## src/rtl/conv11_pkg.sv

```systemverilog
// Shared types and defaults for the 1x1 convolution sequencer.
// State encoding, default geometry and port-width helpers.
package conv11_pkg;

  typedef enum logic [2:0] {
    ST_IDLE    = 3'd0,
    ST_WAIT_IN = 3'd1,
    ST_READ    = 3'd2,
    ST_MAC     = 3'd3,
    ST_FLUSH   = 3'd4,
    ST_OUT     = 3'd5,
    ST_DONE    = 3'd6
  } conv11_state_t;

  localparam int IN_CH_DEF    = 16;
  localparam int FMAP_PIX_DEF = 64;
  localparam int PIPE_LAT_DEF = 2;

  // Counter width that never collapses to zero bits for degenerate sizes.
  function automatic int cw(input int n);
    return (n > 1) ? $clog2(n) : 1;
  endfunction

  localparam int WA_W_DEF  = cw(IN_CH_DEF);
  localparam int PIX_W_DEF = cw(FMAP_PIX_DEF);

endpackage

```

## src/rtl/conv11_ctrl_if.sv

```systemverilog
// Control bundle between conv11_ctrl (master) and buffer/PE/writer side (slave).
// CONV11_PERF_CNT_EN adds the stall counter outputs.
interface conv11_ctrl_if
  import conv11_pkg::*;
#(
  parameter int IN_CH    = IN_CH_DEF,
  parameter int FMAP_PIX = FMAP_PIX_DEF
);
  localparam int WA_W  = cw(IN_CH);
  localparam int PIX_W = cw(FMAP_PIX);

  logic             start;
  logic             inputbuf_load;
  logic             inputbuf_read_en;
  logic [WA_W-1:0]  weight_addr;
  logic             mac_en;
  logic             acc_clear;
  logic             out_valid;
  logic             out_ready;
  logic [PIX_W-1:0] pixel_idx;
  logic             busy;
  logic             done;
`ifdef CONV11_PERF_CNT_EN
  logic [31:0]      stall_in_cnt;
  logic [31:0]      stall_out_cnt;
`endif

  modport master (
    input  start, inputbuf_load, out_ready,
    output inputbuf_read_en, weight_addr, mac_en, acc_clear,
    output out_valid, pixel_idx, busy, done
`ifdef CONV11_PERF_CNT_EN
    , output stall_in_cnt, stall_out_cnt
`endif
  );

  modport slave (
    output start, inputbuf_load, out_ready,
    input  inputbuf_read_en, weight_addr, mac_en, acc_clear,
    input  out_valid, pixel_idx, busy, done
`ifdef CONV11_PERF_CNT_EN
    , input stall_in_cnt, stall_out_cnt
`endif
  );

endinterface

```

## src/rtl/conv11_flush_timer.sv

```systemverilog
// PE pipeline drain timer: loaded on the last MAC, expires combinationally in the
// final FLUSH cycle so out_valid rises the cycle the accumulator is stable (min 1 FLUSH cycle).
module conv11_flush_timer
  import conv11_pkg::*;
#(
  parameter int PIPE_LAT = PIPE_LAT_DEF
) (
  input  logic clk,
  input  logic rst_n,
  input  logic load_i,
  input  logic en_i,
  output logic expire_o
);
  // Last mac_en cycle already counts toward the latency, hence PIPE_LAT-1.
  localparam int FLUSH_CYC = (PIPE_LAT > 1) ? PIPE_LAT - 1 : 1;
  localparam int CW        = cw(FLUSH_CYC);

  logic [CW-1:0] cnt_q;

  always_ff @(posedge clk or negedge rst_n) begin
    if (!rst_n) begin
      cnt_q <= '0;
    end else if (load_i) begin
      cnt_q <= CW'(FLUSH_CYC - 1);
    end else if (en_i && cnt_q != '0) begin
      cnt_q <= cnt_q - 1'b1;
    end
  end

  assign expire_o = en_i && (cnt_q == '0);

endmodule

```

## src/rtl/conv11_ctrl.sv

```systemverilog
// 1x1 conv sequencer: per pixel reads IN_CH channels (WAIT_IN/READ/MAC), drains the PE pipe,
// then holds out_valid until out_ready; all outputs registered. CONV11_PERF_CNT_EN adds stall counters.
module conv11_ctrl
  import conv11_pkg::*;
#(
  parameter int IN_CH    = IN_CH_DEF,
  parameter int FMAP_PIX = FMAP_PIX_DEF,
  parameter int PIPE_LAT = PIPE_LAT_DEF
) (
  input logic         clk,
  input logic         rst_n,
  conv11_ctrl_if.master bus
);
  localparam int WA_W  = cw(IN_CH);
  localparam int PIX_W = cw(FMAP_PIX);
  localparam logic [WA_W-1:0]  IC_LAST  = WA_W'(IN_CH - 1);
  localparam logic [PIX_W-1:0] PIX_LAST = PIX_W'(FMAP_PIX - 1);

  conv11_state_t    st_q;
  logic [WA_W-1:0]  ic_q;
  logic [PIX_W-1:0] pix_q;
  logic [WA_W-1:0]  wa_q;
  logic             rd_q, mac_q, clr_q, ov_q, busy_q, done_q;
  logic             flush_expire;

  conv11_flush_timer #(.PIPE_LAT(PIPE_LAT)) u_flush (
    .clk      (clk),
    .rst_n    (rst_n),
    .load_i   (st_q == ST_MAC && ic_q == IC_LAST),
    .en_i     (st_q == ST_FLUSH),
    .expire_o (flush_expire)
  );

  always_ff @(posedge clk or negedge rst_n) begin
    if (!rst_n) begin
      st_q   <= ST_IDLE;
      ic_q   <= '0;
      pix_q  <= '0;
      wa_q   <= '0;
      rd_q   <= 1'b0;
      mac_q  <= 1'b0;
      clr_q  <= 1'b0;
      ov_q   <= 1'b0;
      busy_q <= 1'b0;
      done_q <= 1'b0;
    end else begin
      rd_q   <= 1'b0;
      mac_q  <= 1'b0;
      clr_q  <= 1'b0;
      done_q <= 1'b0;
      wa_q   <= '0;
      case (st_q)
        ST_IDLE: if (bus.start) begin
          st_q   <= ST_WAIT_IN;
          busy_q <= 1'b1;
          pix_q  <= '0;
          ic_q   <= '0;
        end
        ST_WAIT_IN: if (bus.inputbuf_load) begin
          st_q <= ST_READ;
          rd_q <= 1'b1;
          wa_q <= ic_q;
        end
        ST_READ: begin
          st_q  <= ST_MAC;
          mac_q <= 1'b1;
          clr_q <= (ic_q == '0);
        end
        ST_MAC: begin
          if (ic_q == IC_LAST) begin
            ic_q <= '0;
            st_q <= ST_FLUSH;
          end else begin
            ic_q <= ic_q + 1'b1;
            st_q <= ST_WAIT_IN;
          end
        end
        ST_FLUSH: if (flush_expire) begin
          st_q <= ST_OUT;
          ov_q <= 1'b1;
        end
        ST_OUT: if (bus.out_ready) begin
          ov_q <= 1'b0;
          if (pix_q == PIX_LAST) begin
            st_q   <= ST_DONE;
            done_q <= 1'b1;
          end else begin
            pix_q <= pix_q + 1'b1;
            st_q  <= ST_WAIT_IN;
          end
        end
        ST_DONE: begin
          busy_q <= 1'b0;
          st_q   <= ST_IDLE;
        end
        default: st_q <= ST_IDLE;
      endcase
    end
  end

  assign bus.inputbuf_read_en = rd_q;
  assign bus.weight_addr      = wa_q;
  assign bus.mac_en           = mac_q;
  assign bus.acc_clear        = clr_q;
  assign bus.out_valid        = ov_q;
  assign bus.pixel_idx        = pix_q;
  assign bus.busy             = busy_q;
  assign bus.done             = done_q;

`ifdef CONV11_PERF_CNT_EN
  logic [31:0] stall_in_q, stall_out_q;

  always_ff @(posedge clk or negedge rst_n) begin
    if (!rst_n) begin
      stall_in_q  <= '0;
      stall_out_q <= '0;
    end else if (st_q == ST_IDLE && bus.start) begin
      stall_in_q  <= '0;
      stall_out_q <= '0;
    end else begin
      if (st_q == ST_WAIT_IN && !bus.inputbuf_load && stall_in_q != '1)
        stall_in_q <= stall_in_q + 32'd1;
      if (st_q == ST_OUT && !bus.out_ready && stall_out_q != '1)
        stall_out_q <= stall_out_q + 32'd1;
    end
  end

  assign bus.stall_in_cnt  = stall_in_q;
  assign bus.stall_out_cnt = stall_out_q;
`endif

endmodule

```

## src/flat_wrapper.sv

```systemverilog
// flat-port wrapper written by rule: the top's interface ports become plain ports
module conv11_ctrl_flat import conv11_pkg::*;
#(
  parameter int IN_CH    = IN_CH_DEF,
  parameter int FMAP_PIX = FMAP_PIX_DEF,
  parameter int PIPE_LAT = PIPE_LAT_DEF
)
  (clk, rst_n, bus_start, bus_inputbuf_load, bus_out_ready, bus_inputbuf_read_en, bus_weight_addr, bus_mac_en, bus_acc_clear, bus_out_valid, bus_pixel_idx, bus_busy, bus_done);
  conv11_ctrl_if #(.IN_CH(IN_CH), .FMAP_PIX(FMAP_PIX)) bus_i ();
  input logic clk;
  input logic rst_n;
  input wire logic [$bits(bus_i.start)-1:0] bus_start;
  input wire logic [$bits(bus_i.inputbuf_load)-1:0] bus_inputbuf_load;
  input wire logic [$bits(bus_i.out_ready)-1:0] bus_out_ready;
  output wire logic [$bits(bus_i.inputbuf_read_en)-1:0] bus_inputbuf_read_en;
  output wire logic [$bits(bus_i.weight_addr)-1:0] bus_weight_addr;
  output wire logic [$bits(bus_i.mac_en)-1:0] bus_mac_en;
  output wire logic [$bits(bus_i.acc_clear)-1:0] bus_acc_clear;
  output wire logic [$bits(bus_i.out_valid)-1:0] bus_out_valid;
  output wire logic [$bits(bus_i.pixel_idx)-1:0] bus_pixel_idx;
  output wire logic [$bits(bus_i.busy)-1:0] bus_busy;
  output wire logic [$bits(bus_i.done)-1:0] bus_done;
  assign bus_i.start = bus_start;
  assign bus_i.inputbuf_load = bus_inputbuf_load;
  assign bus_i.out_ready = bus_out_ready;
  assign bus_inputbuf_read_en = bus_i.inputbuf_read_en;
  assign bus_weight_addr = bus_i.weight_addr;
  assign bus_mac_en = bus_i.mac_en;
  assign bus_acc_clear = bus_i.acc_clear;
  assign bus_out_valid = bus_i.out_valid;
  assign bus_pixel_idx = bus_i.pixel_idx;
  assign bus_busy = bus_i.busy;
  assign bus_done = bus_i.done;
  conv11_ctrl #(.IN_CH(IN_CH), .FMAP_PIX(FMAP_PIX), .PIPE_LAT(PIPE_LAT)) u_core (.clk(clk), .rst_n(rst_n), .bus(bus_i));
endmodule
```

## config.mk

```make
export PLATFORM = sky130hd
export DESIGN_NAME = conv11_ctrl_flat
export DESIGN_NICKNAME = d
export VERILOG_FILES = /design/src/rtl/conv11_pkg.sv /design/src/rtl/conv11_ctrl_if.sv /design/src/rtl/conv11_flush_timer.sv /design/src/rtl/conv11_ctrl.sv /design/src/flat_wrapper.sv
export SDC_FILE = /design/constraint.sdc
export NUM_CORES = 1
export LEC_CHECK = 0
export BUFFER_PORTS_ARGS = -buffer_cell sky130_fd_sc_hd__clkbuf_2
export CAP_MARGIN = 0
export CELL_PAD_IN_SITES_DETAIL_PLACEMENT = 1
export CELL_PAD_IN_SITES_GLOBAL_PLACEMENT = 2
export CORE_UTILIZATION = 36
export DETAILED_ROUTE_END_ITERATION = 10
export PLACE_DENSITY = 0.78
export SLEW_MARGIN = 0
export SYNTH_ARGS = -nofsm -noshare
export SYNTH_HDL_FRONTEND = slang
export SYNTH_SLANG_ARGS = --single-unit
export TNS_END_PERCENT = 100
```

## constraint.sdc

```tcl
create_clock -name clk -period 5.05 [get_ports clk]
set_clock_uncertainty 0.15 [all_clocks]
set_input_delay 1.01 -clock clk [delete_from_list [all_inputs] [get_ports clk]]
set_output_delay 1.01 -clock clk [all_outputs]
set_load 0.01 [all_outputs]
```

Word-level counts from Yosys, hierarchy flattened. Index checks and enable logic that the tools add are counted.

Register bits: 24. Input bits: 5. Output and inout bits: 16. Word-level logic and storage cells: 73.

$add $sub $neg: 3. Equality and inequality tests: 13. Muxes and demuxes: 30. Bitwise gates (word level): 1. Reductions and logical operators: 15.

Operators with widths (count): $mux 3 (6); $mux 6 (3); $pmux 3 s6 (1); $mux 4 (4); $mux 1 (12); $pmux 6 s2 (1); $reduce_bool 2->1 (5); $eq 3x3->1 const B (3); $ne 2x2->1 const B (4); $pmux 4 s2 (1); $reduce_and 4->1 (2); $add 6x1->6 const B (1); $eq 3x2->1 const B (2); $eq 6x6->1 const B (1); $add 4x1->4 const B (1); $eq 4x4->1 const B (1); $logic_not 4->1 (1); $pmux 1 s2 (2); $reduce_and 2->1 (2); $eq 3x1->1 const B (1); $logic_and 1x1->1 (3); $logic_not 3->1 (1); $reduce_and 3->1 (1); $ne 2x1->1 const B (1); other kinds (2) (2).

Logic depth before layout (Yosys ltp). Gate-level depths: netlist of run 1.

Word-level depth: 4. Depth in mapped cells: 5. Mapped depth without buffers: 5.

Cells and area by module. From an unflattened synthesis of run 1, not the netlist that was laid out.

Cell total of the unflattened synthesis: 131. Area total of the unflattened synthesis: 1236.2 um^2.

Modules (own cells, without submodules): conv11_ctrl (instances 1, cells an instance 128, area each 1189.9 um^2, sequential area each 575.6 um^2); conv11_flush_timer (instances 1, cells an instance 3, area each 46.3 um^2, sequential area each 25.0 um^2).

Least setup slack after synthesis of run 1. Ideal clock, no wire load.

Path kind: input port to flip-flop. Start point: in bus_start. End point: reg u_core.pix_q[4] (netlist: u_core.bus.pixel_idx[4]). Setup time: 126 ps. Arrival: 1673 ps. Data required time: 4774 ps. Setup slack: 3101 ps. Cell stages on the path: 3. Buffers on the path: 0. Cells stage by stage: and3_1 > or2_0 > a221o_1.

Longest elaborated chain between the ends: 2.

Ends and longest elaborated chain: start, declared (line flat_wrapper.sv:12) `input wire logic [$bits(bus_i.start)-1:0] bus_start;`; $ne 2x2->1 (no source line); $reduce_and 4->1 (no source line); end signal, assigned (line conv11_ctrl.sv:88) `pix_q <= pix_q + 1'b1;`; end, declared (line conv11_ctrl.sv:21) `logic [PIX_W-1:0] pix_q;`.

Every way passes these cells. A chain may end at the register's enable or synchronous reset.

Worst setup path in the final report of run 1.
Start point: reg u_core.pix_q[2] (netlist: u_core.bus.pixel_idx[2]). End point: out bus_pixel_idx[2].

RTL lines: end, declared (line flat_wrapper.sv:20) `output wire logic [$bits(bus_i.pixel_idx)-1:0] bus_pixel_idx;`.

No word-level cell between the ends.

==> load_flow_metrics.sql, run 1 <==
INSERT INTO impl_metrics (metric_group, metric, value, unit) VALUES
('sta', 'final.min_clock_period', '2110', 'ps'),
('floorplan', 'placeableCoreArea', '0.003153', 'mm2'),
('critical_path', 'worst-endpoint-arrival', '950', 'ps'),
('critical_path', 'crit_chain', 'clkbuf_2', ''),
('cts', 'cts.hold.buffers_added', '0', ''),
('cts', 'clock_sinks', '24', ''),
('yosys', 'synthTopCellsByArea', 'sky130_fd_sc_hd__dfrtp_1, sky130_fd_sc_hd__nor2_1, sky130_fd_sc_hd__a21oi_1', ''),
('cells_and_area', 'nNetsFinal', '159', ''),
('critical_path', 'worst_setup_path_start_kind', 'register', ''),
('cells_and_area', 'num_antenna_cells', '0', ''),
('detailed_routing', 'vias_cell', '5.366', ''),
('yosys', 'most_instantiated_cells_after_synthesis', 'sky130_fd_sc_hd__dfrtp_1, sky130_fd_sc_hd__nor2_1, sky130_fd_sc_hd__nand2_1, sky130_fd_sc_hd__a21oi_1', ''),
('power_and_ir_drop', 'leakagePower', '0.6927', 'nW'),
('floorplan', 'floorplan.initialDensity', '0.3901', ''),
('min_path', 'hold_path.class', 'register to register', ''),
('critical_path', 'cp-end-kind', 'output port', ''),
('sta', 'slew-limit-headroom', '0.5894', ''),
('cts', 'cts_resized', '0', ''),
('yosys', 'mappedNetlistArea', '0.001230', 'mm2'),
('grt', 'grt_pass1_wl', '4795', 'um'),
('cells_and_area', 'area_delta_synth_final', '15.46', '%'),
('yosys', 'yosysTopAreaCell', 'sky130_fd_sc_hd__dfrtp_1', ''),
('critical_path', 'path_delay_family', 'flip-flops', ''),
('yosys', 'synthMostInstantiatedCell', 'sky130_fd_sc_hd__dfrtp_1', ''),
('cts', 'tritoncts_clock_tree', 'yes', ''),
('sta', 'tightest_slew', '615.9', 'ps'),
('placement', 'place.gp.congestion', '0.7598', ''),
('cts', 'numCtsBuffers', '3', ''),
('grt', 'groute.usage.overall', '0.1808', ''),
('critical_path', 'worstPathRequired', '3890', 'ps'),
('power_and_ir_drop', 'cellPowerDensity', '487.5', 'mW/mm2'),
('yosys', 'synth_largest_type_area_fraction', '0.4883', ''),
('sta', 'report.final.setup_viol', '0', ''),
('floorplan', 'boundaryPins', '21', ''),
('power_and_ir_drop', 'irDropWorstVdd', '0.0002051', 'V'),
('yosys', 'syn-num-nets', '138', ''),
('detailed_routing', 'vias', '1041', ''),
('detailed_routing', 'detailedRoute.firstPassIterationCount', '4', ''),
('detailed_routing', 'totalWireLength', '2860', 'um'),
('yosys', 'synth-async-reset-ratio', '1.000', ''),
('grt', 'initial_antenna_violation_count', '0', ''),
('grt', 'global_route.overflow_total', '0', ''),
('yosys', 'yosysSeqAreaShare', '0.4883', ''),
('cells_and_area', 'drive_gt1_frac', '0.1733', ''),
('critical_path', 'timing.critical_path.slowest_cell_delay', '470', 'ps'),
('yosys', 'ys.flop_type', 'sky130_fd_sc_hd__dfrtp_1', ''),
('sta', 'rsz0062_at_grt', 'false', ''),
('floorplan', 'floorplan.die_area', '0.003654', 'mm2'),
('yosys', 'average_cell_area_after_synthesis', '9.461', 'um2'),
('detailed_routing', 'post-route-drc-count', '0', ''),
('sta', 'finalSetupTns', '0', 'ps'),
('flow_run', 'max-cap-violations', '0', ''),
('sta', 'hold_viol', '0', ''),
('detailed_routing', 'drt_iter0_drc', '29', ''),
('status', 'status', 'completed', ''),
('cts', 'latest_clock_arrival_within_the_worst_skew_pair', '310', 'ps'),
('critical_path', 'crit_type', 'register to output port', ''),
('detailed_routing', 'drt.antenna.violating_nets', '0', ''),
('sta', 'final.period_utilization', '0.4177', ''),
('cts', 'cts.clk_slew.worst_paths', '130', 'ps'),
('placement', 'io_buffers', '20', ''),
('sta', 'setup_slack', '2940', 'ps'),
('critical_path', 'crit_path_top_delay_cell', 'sky130_fd_sc_hd__dfrtp_1', ''),
('grt', 'pin_count_of_the_biggest_net_entering_global_routing', '25', ''),
('sta', 'final-max-slew-violation-count', '0', ''),
('yosys', 'synth_edf_count', '0', ''),
('critical_path', 'critical_path_buf_inv_count', '1', ''),
('yosys', 'number_of_storage_elements_in_the_synthesis_netlist', '24', ''),
('floorplan', 'die_h', '60.45', 'um'),
('sta', 'fmax', '0.4740', 'GHz'),
('placement', 'hpwlAfterDp', '2092', 'um');
## cell families after synthesis
family / Yosys count / share of synthesized area
compound gates: 37 / 0.2024
simple gates: 53 / 0.2320
mux: 1 / 0.008139
fa+ha+maj: 3 / 0.03052
flops: 24 / 0.4883
buf+inv: 12 / 0.03865
## metrics by stage
| stage | cells | hold WS, ps | util | cell area, um2 |
|---|---|---|---|---|
| 2_1_floorplan | 130 | 358.7 | - | 1230 |
| 3_3_place_gp | 190 | 387.2 | 0.4337 | 1368 |
| 3_5_place_dp | 190 | 380.8 | 0.4337 | 1368 |
| 4_1_cts | 194 | 400.8 | 0.4504 | 1420 |
| 5_1_grt | 194 | 427.5 | 0.4504 | 1420 |
| 6_report | 194 | 398.7 | 0.4504 | 1420 |
## layout by cell type (no fill, tap or decap), drive strengths merged
| cell type | instances |
|---|---|
| a211o | 1 |
| a211oi | 1 |
| a21o | 3 |
| a21oi | 8 |
| a221o | 1 |
| a22oi | 1 |
| a2bb2oi | 1 |
| a31oi | 1 |
| and2 | 5 |
| and3 | 3 |
| and3b | 2 |
| bufinv | 1 |
| clkbuf | 23 |
| dfrtp | 24 |
| ha | 3 |
| inv | 8 |
| mux2i | 1 |
| nand2 | 10 |
| nand2b | 4 |
| nand3 | 7 |
| nand3b | 1 |
| nor2 | 11 |
| nor2b | 1 |
| nor3 | 1 |
| nor3b | 4 |
| nor4b | 1 |
| o2111a | 1 |
| o211ai | 2 |
| o21ai | 10 |
| o22ai | 2 |
| o31ai | 2 |
| o32a | 1 |
| o41a | 1 |
| o41ai | 1 |
| or2 | 2 |
| or3b | 1 |
## area by class of cell
cell class | count | area (um2)
repair buffers | 20 | 100.1
clock inverters | 1 | 30.03
multi-input cells | 94 | 581.8
well taps | 44 | 55.05
flip-flops and latches | 24 | 600.6
clock buffers | 3 | 22.52
fillers | 387 | 1733
inverters | 8 | 30.03
## state kept, by name, indices dropped and copies added (netlist names)
signal and cells:
u_core.u_flush.cnt_q 1, u_core.bus.inputbuf_read_en 1, u_core.bus.out_valid 1, u_core.bus.pixel_idx 6, u_core.bus.busy 1, u_core.bus.acc_clear 1
u_core.bus.mac_en 1, u_core.bus.done 1, u_core.ic_q 4, u_core.bus.weight_addr 4, u_core.st_q 3
## power breakdown
part	internal, mW	leakage [nW]	switching (mW)
combinational	0.102	0.351	0.133
sequential	0.242	0.314	0.0761
clock	0.0803	0.0279	0.0591
## layer usage
metal	global-route usage	vias to the layer above	share of wire
li1	-	506	-
met1	0.2537	510	0.51
met2	0.2857	21	0.45
met3	0.02985	4	0.028
met4	0.05844	0	0.013
met5	0	-	0
## worst paths after layout
| kind | depth (start not counted) | from | slack [ps] | endpoint |
|---|---|---|---|---|
| worst min register to register | 2 | u_core.u_flush.cnt_q | 400 | u_core.u_flush.cnt_q |
| min in group asynchronous | 1 | rst_n | 530 | u_core.bus.weight_addr[1] |
| worst min-delay path | 2 | u_core.u_flush.cnt_q | 400 | u_core.u_flush.cnt_q |
| max in group asynchronous | 1 | rst_n | 3830 | u_core.bus.pixel_idx[0] |
| worst max-delay path | 1 | u_core.bus.pixel_idx[2] | 2940 | bus_pixel_idx[2] |
| worst max register to register | 4 | u_core.st_q[2] | 3110 | u_core.bus.pixel_idx[5] |
(Power assumes the default switching activity.)
==> inputs of run 2 (changes only) <==
--- a/config.mk
+++ b/config.mk
@@ -9,9 +9,9 @@
 export CAP_MARGIN = 0
 export CELL_PAD_IN_SITES_DETAIL_PLACEMENT = 1
 export CELL_PAD_IN_SITES_GLOBAL_PLACEMENT = 2
-export CORE_UTILIZATION = 36
+export CORE_UTILIZATION = 30
 export DETAILED_ROUTE_END_ITERATION = 10
-export PLACE_DENSITY = 0.78
+export PLACE_DENSITY = 0.69
 export SLEW_MARGIN = 0
 export SYNTH_ARGS = -nofsm -noshare
 export SYNTH_HDL_FRONTEND = slang
==> constraint.sdc (replaced) <==
create_clock -name clk -period 1.7 [get_ports clk]
set_clock_uncertainty 0.15 [all_clocks]
set_input_delay 0.34 -clock clk [delete_from_list [all_inputs] [get_ports clk]]
set_output_delay 0.34 -clock clk [all_outputs]
set_load 0.01 [all_outputs]
==> run 2 against run 1 <==
Net effect:
- the run now ends with negative setup slack left
- global-route usage fell by 2.7 points
- worst hold slack lost 160 ps
- non-clock buffer count is 17 higher
- cell area grew 12%
- combinational power grew to 4.2 times the previous value
- wire length is 8.6% higher
- first-iteration DRC count is 41% higher
- critical path depth up 4
- core utilization shrank 3.2 points
- die area up 19%
==> load_flow_metrics.sql, run 2 (synthesis results as in run 1) <==
INSERT INTO impl_metrics (metric_group, metric, value, unit) VALUES
('sta', 'report.final.setup_viol', '1', ''),
('status', 'status', 'finished, violations left', ''),
('critical_path', 'worst_r2r_dst', 'u_core.bus.pixel_idx[4]', ''),
('detailed_routing', 'vias', '1110', ''),
('power_and_ir_drop', 'cellPowerDensity', '1487', 'mW/mm2'),
('sta', 'hold_ws', '241.0', 'ps'),
('critical_path', 'maximum_fanout_along_the_worst_path', '3', ''),
('placement', 'pre_cts_setup_slack', '-19.93', 'ps'),
('cells_and_area', 'fin_util', '0.4186', ''),
('placement', 'dpl_cell_area', '0.001493', 'mm2'),
('grt', 'groute.usage.overall', '0.1537', ''),
('floorplan', 'placeableCoreArea', '0.003799', 'mm2'),
('detailed_routing', 'detail_route.wl_per_cell', '14.45', 'um'),
('critical_path', 'setup_slack_of_the_most_critical_reg_to_reg_path', '-10', 'ps'),
('power_and_ir_drop', 'switchingPower', '0.8672', 'mW'),
('floorplan', 'placement_rows', '22', ''),
('floorplan', 'die_w', '66.03', 'um'),
('min_path', 'worstHoldPathCells', '3', ''),
('cells_and_area', 'multiInputGateArea', '598.1', 'um2'),
('power_and_ir_drop', 'power_frac_comb', '0.422', ''),
('floorplan', 'boundaryPins', '21', ''),
('cells_and_area', 'area_delta_synth_final', '29.30', '%'),
('sta', 'tightest_slew', '610.9', 'ps'),
('power_and_ir_drop', 'switching_fraction_of_total_power', '0.3668', ''),
('power_and_ir_drop', 'cellInternalPower', '1.497', 'mW'),
('sta', 'final-max-slew-violation-count', '0', ''),
('cells_and_area', 'mostFrequentLayoutCells', 'sky130_fd_sc_hd__dfrtp_1, sky130_fd_sc_hd__clkbuf_2, sky130_fd_sc_hd__buf_4', ''),
('cts', 'latest_clock_arrival_within_the_worst_skew_pair', '270', 'ps'),
('floorplan', 'die_h', '66.03', 'um'),
('cells_and_area', 'nNetsFinal', '176', ''),
('floorplan', 'floorplan.die_area', '0.004360', 'mm2'),
('min_path', 'hold-path-endpoint', 'u_core.st_q[1]', ''),
('placement', 'hpwlAfterDp', '2361', 'um'),
('cts', 'clock_sinks', '24', ''),
('sta', 'final.period_utilization', '1.006', ''),
('cells_and_area', 'area.sequential', '600.6', 'um2'),
('min_path', 'hold_path.class', 'input port to register', ''),
('cts', 'clock_path_buffers', '2', ''),
('critical_path', 'r2r-start', 'u_core.bus.pixel_idx[0]', ''),
('grt', 'global_route.overflow_total', '0', ''),
('cells_and_area', 'final_cells', '215', ''),
('sta', 'fmax', '0.5848', 'GHz'),
('sta', 'slew-limit-headroom', '0.5928', ''),
('cells_and_area', 'fin_area', '0.001590', 'mm2'),
('detailed_routing', 'drt_iter0_drc', '41', ''),
('cells_and_area', 'layout.cells.most_common', 'sky130_fd_sc_hd__dfrtp_1', ''),
('critical_path', 'path_delay_family', 'compound AO/OA/AOI/OAI gates', ''),
('detailed_routing', 'detailedRoute.firstPassIterationCount', '4', ''),
('sta', 'hold_viol', '0', ''),
('grt', 'grt_pass1_wl', '5126', 'um'),
('cts', 'cts_root_buf', 'sky130_fd_sc_hd__clkbuf_8', ''),
('critical_path', 'crit_chain', 'ha_2, nand3_2, o2111a_2, or2_0, a221o_1', ''),
('critical_path', 'worst-endpoint-arrival', '1720', 'ps'),
('power_and_ir_drop', 'share_clk_of_total_power', '0.215', ''),
('grt', 'pin_count_of_the_biggest_net_entering_global_routing', '25', ''),
('power_and_ir_drop', 'share_seq_of_total_power', '0.364', ''),
('detailed_routing', 'drt.antenna.violating_nets', '0', ''),
('critical_path', 'worstPathRequired', '1710', 'ps'),
('cts', 'cts.clk_slew.worst_paths', '90', 'ps'),
('critical_path', 'cp-end-kind', 'register', ''),
('detailed_routing', 'post-route-drc-count', '0', ''),
('floorplan', 'floorplan.initialDensity', '0.3238', ''),
('cts', 'tritoncts_clock_tree', 'yes', ''),
('cts', 'numCtsBuffers', '3', ''),
('flow_run', 'max-cap-violations', '0', ''),
('cells_and_area', 'drive_gt1_frac', '0.2695', ''),
('status', 'violations', 'negative setup slack', ''),
('placement', 'placedCellCount', '209', ''),
('critical_path', 'reg2regPathDepth', '5', ''),
('detailed_routing', 'vias_cell', '5.163', ''),
('critical_path', 'crit_type', 'register to register', ''),
('sta', 'rsz0062_at_grt', 'true', ''),
('critical_path', 'crit_path_top_delay_cell', 'sky130_fd_sc_hd__dfrtp_1', ''),
('grt', 'first_global_vias', '1108', ''),
('critical_path', 'critical_path_buf_inv_count', '0', ''),
('critical_path', 'timing.critical_path.slowest_cell_delay', '370', 'ps'),
('placement', 'place.gp.congestion', '0.7724', ''),
('power_and_ir_drop', 'leakagePower', '0.7854', 'nW'),
('cells_and_area', 'num_antenna_cells', '0', ''),
('sta', 'finalSetupTns', '-10.10', 'ps'),
('power_and_ir_drop', 'irDropWorstVdd', '0.0004165', 'V'),
('sta', 'final.min_clock_period', '1710', 'ps'),
('grt', 'initial_antenna_violation_count', '0', ''),
('detailed_routing', 'totalWireLength', '3106', 'um'),
('placement', 'io_buffers', '20', ''),
('critical_path', 'worst_setup_path_start_kind', 'register', ''),
('cts', 'cts_h_tree_depth', '1', ''),
('sta', 'setup_slack', '-10.10', 'ps'),
('cells_and_area', 'final.fill_count', '453', ''),
('power_and_ir_drop', 'power.total', '2.364', 'mW'),
('cells_and_area', 'largest_register_ff_count', '6', ''),
('min_path', 'holdCritStartpoint', 'bus_inputbuf_load', '');
-- run 2: cell types whose count changed in the layout (fill, tap and decap cells not counted) --
cell                            before  now
sky130_fd_sc_hd__ha_1                3    2
sky130_fd_sc_hd__o2111a_2            0    1
sky130_fd_sc_hd__clkbuf_8            0    3
sky130_fd_sc_hd__o21ai_4             0    1
sky130_fd_sc_hd__ha_2                0    1
sky130_fd_sc_hd__clkbuf_4            3    0
sky130_fd_sc_hd__buf_4               0   16
sky130_fd_sc_hd__o2111a_1            1    0
sky130_fd_sc_hd__nand3_1             7    6
sky130_fd_sc_hd__dlygate4sd3_1       0    1
sky130_fd_sc_hd__nand3_2             0    1
sky130_fd_sc_hd__o21ai_2             1    0
-- run 2: worst max path at each step --
stage                             from                      end  slack (ps)  depth (start not counted)
4_1_cts        u_core.bus.pixel_idx[1]  u_core.bus.pixel_idx[1]         -20                          5
3_5_place_dp   u_core.bus.pixel_idx[1]  u_core.bus.pixel_idx[1]         -20                          5
2_1_floorplan  u_core.bus.pixel_idx[0]  u_core.bus.pixel_idx[4]         -50                          5
6_report       u_core.bus.pixel_idx[0]  u_core.bus.pixel_idx[4]         -10                          5
5_1_grt        u_core.bus.pixel_idx[1]  u_core.bus.pixel_idx[4]         -80                          5
3_3_place_gp   u_core.bus.pixel_idx[1]  u_core.bus.pixel_idx[1]          30                          5
-- run 2: routing by layer --
metal  vias up  track usage  wire (um)
met2        16       0.2500       1450
met5         -            0          0
met4         0      0.03191         24
met3         4      0.02241         77
met1       557       0.2149       1555
li1        533            -          -
-- run 2: final cells by class --
cell class	count	share of cell area
Sequential cell	24	0.3777
Multi-Input combinational cell	94	0.3761
Timing Repair Buffer	37	0.1448
Tap cell	48	0.03777
Clock buffer	3	0.02596
Clock inverter	1	0.01888
Inverter	8	0.01888
-- run 2: repair_timing --
item	4_1_cts	5_1_grt
hold buffers	1	0
resized for setup	0	2
hold endpoints to repair	24	0
pin swaps	2	1
endpoints found under the setup margin	4	7
buffers inserted	1	0
-- run 2: power groups by stage --
stage	Combinational [mW]	Sequential, mW	Clock [mW]
after floorplan	0.510	0.901	0
after CTS	0.996	0.861	0.524
final	0.997	0.859	0.508
after detailed placement	0.989	0.872	0
after global placement	0.974	0.862	0
after global routing	1.11	0.889	0.546
-- run 2: tightest hold or removal path, delay by kind of cell --
kind | cells | cell delay, ps
buffers and inverters | 1 | 110
AO/OA/AOI/OAI | 2 | 170
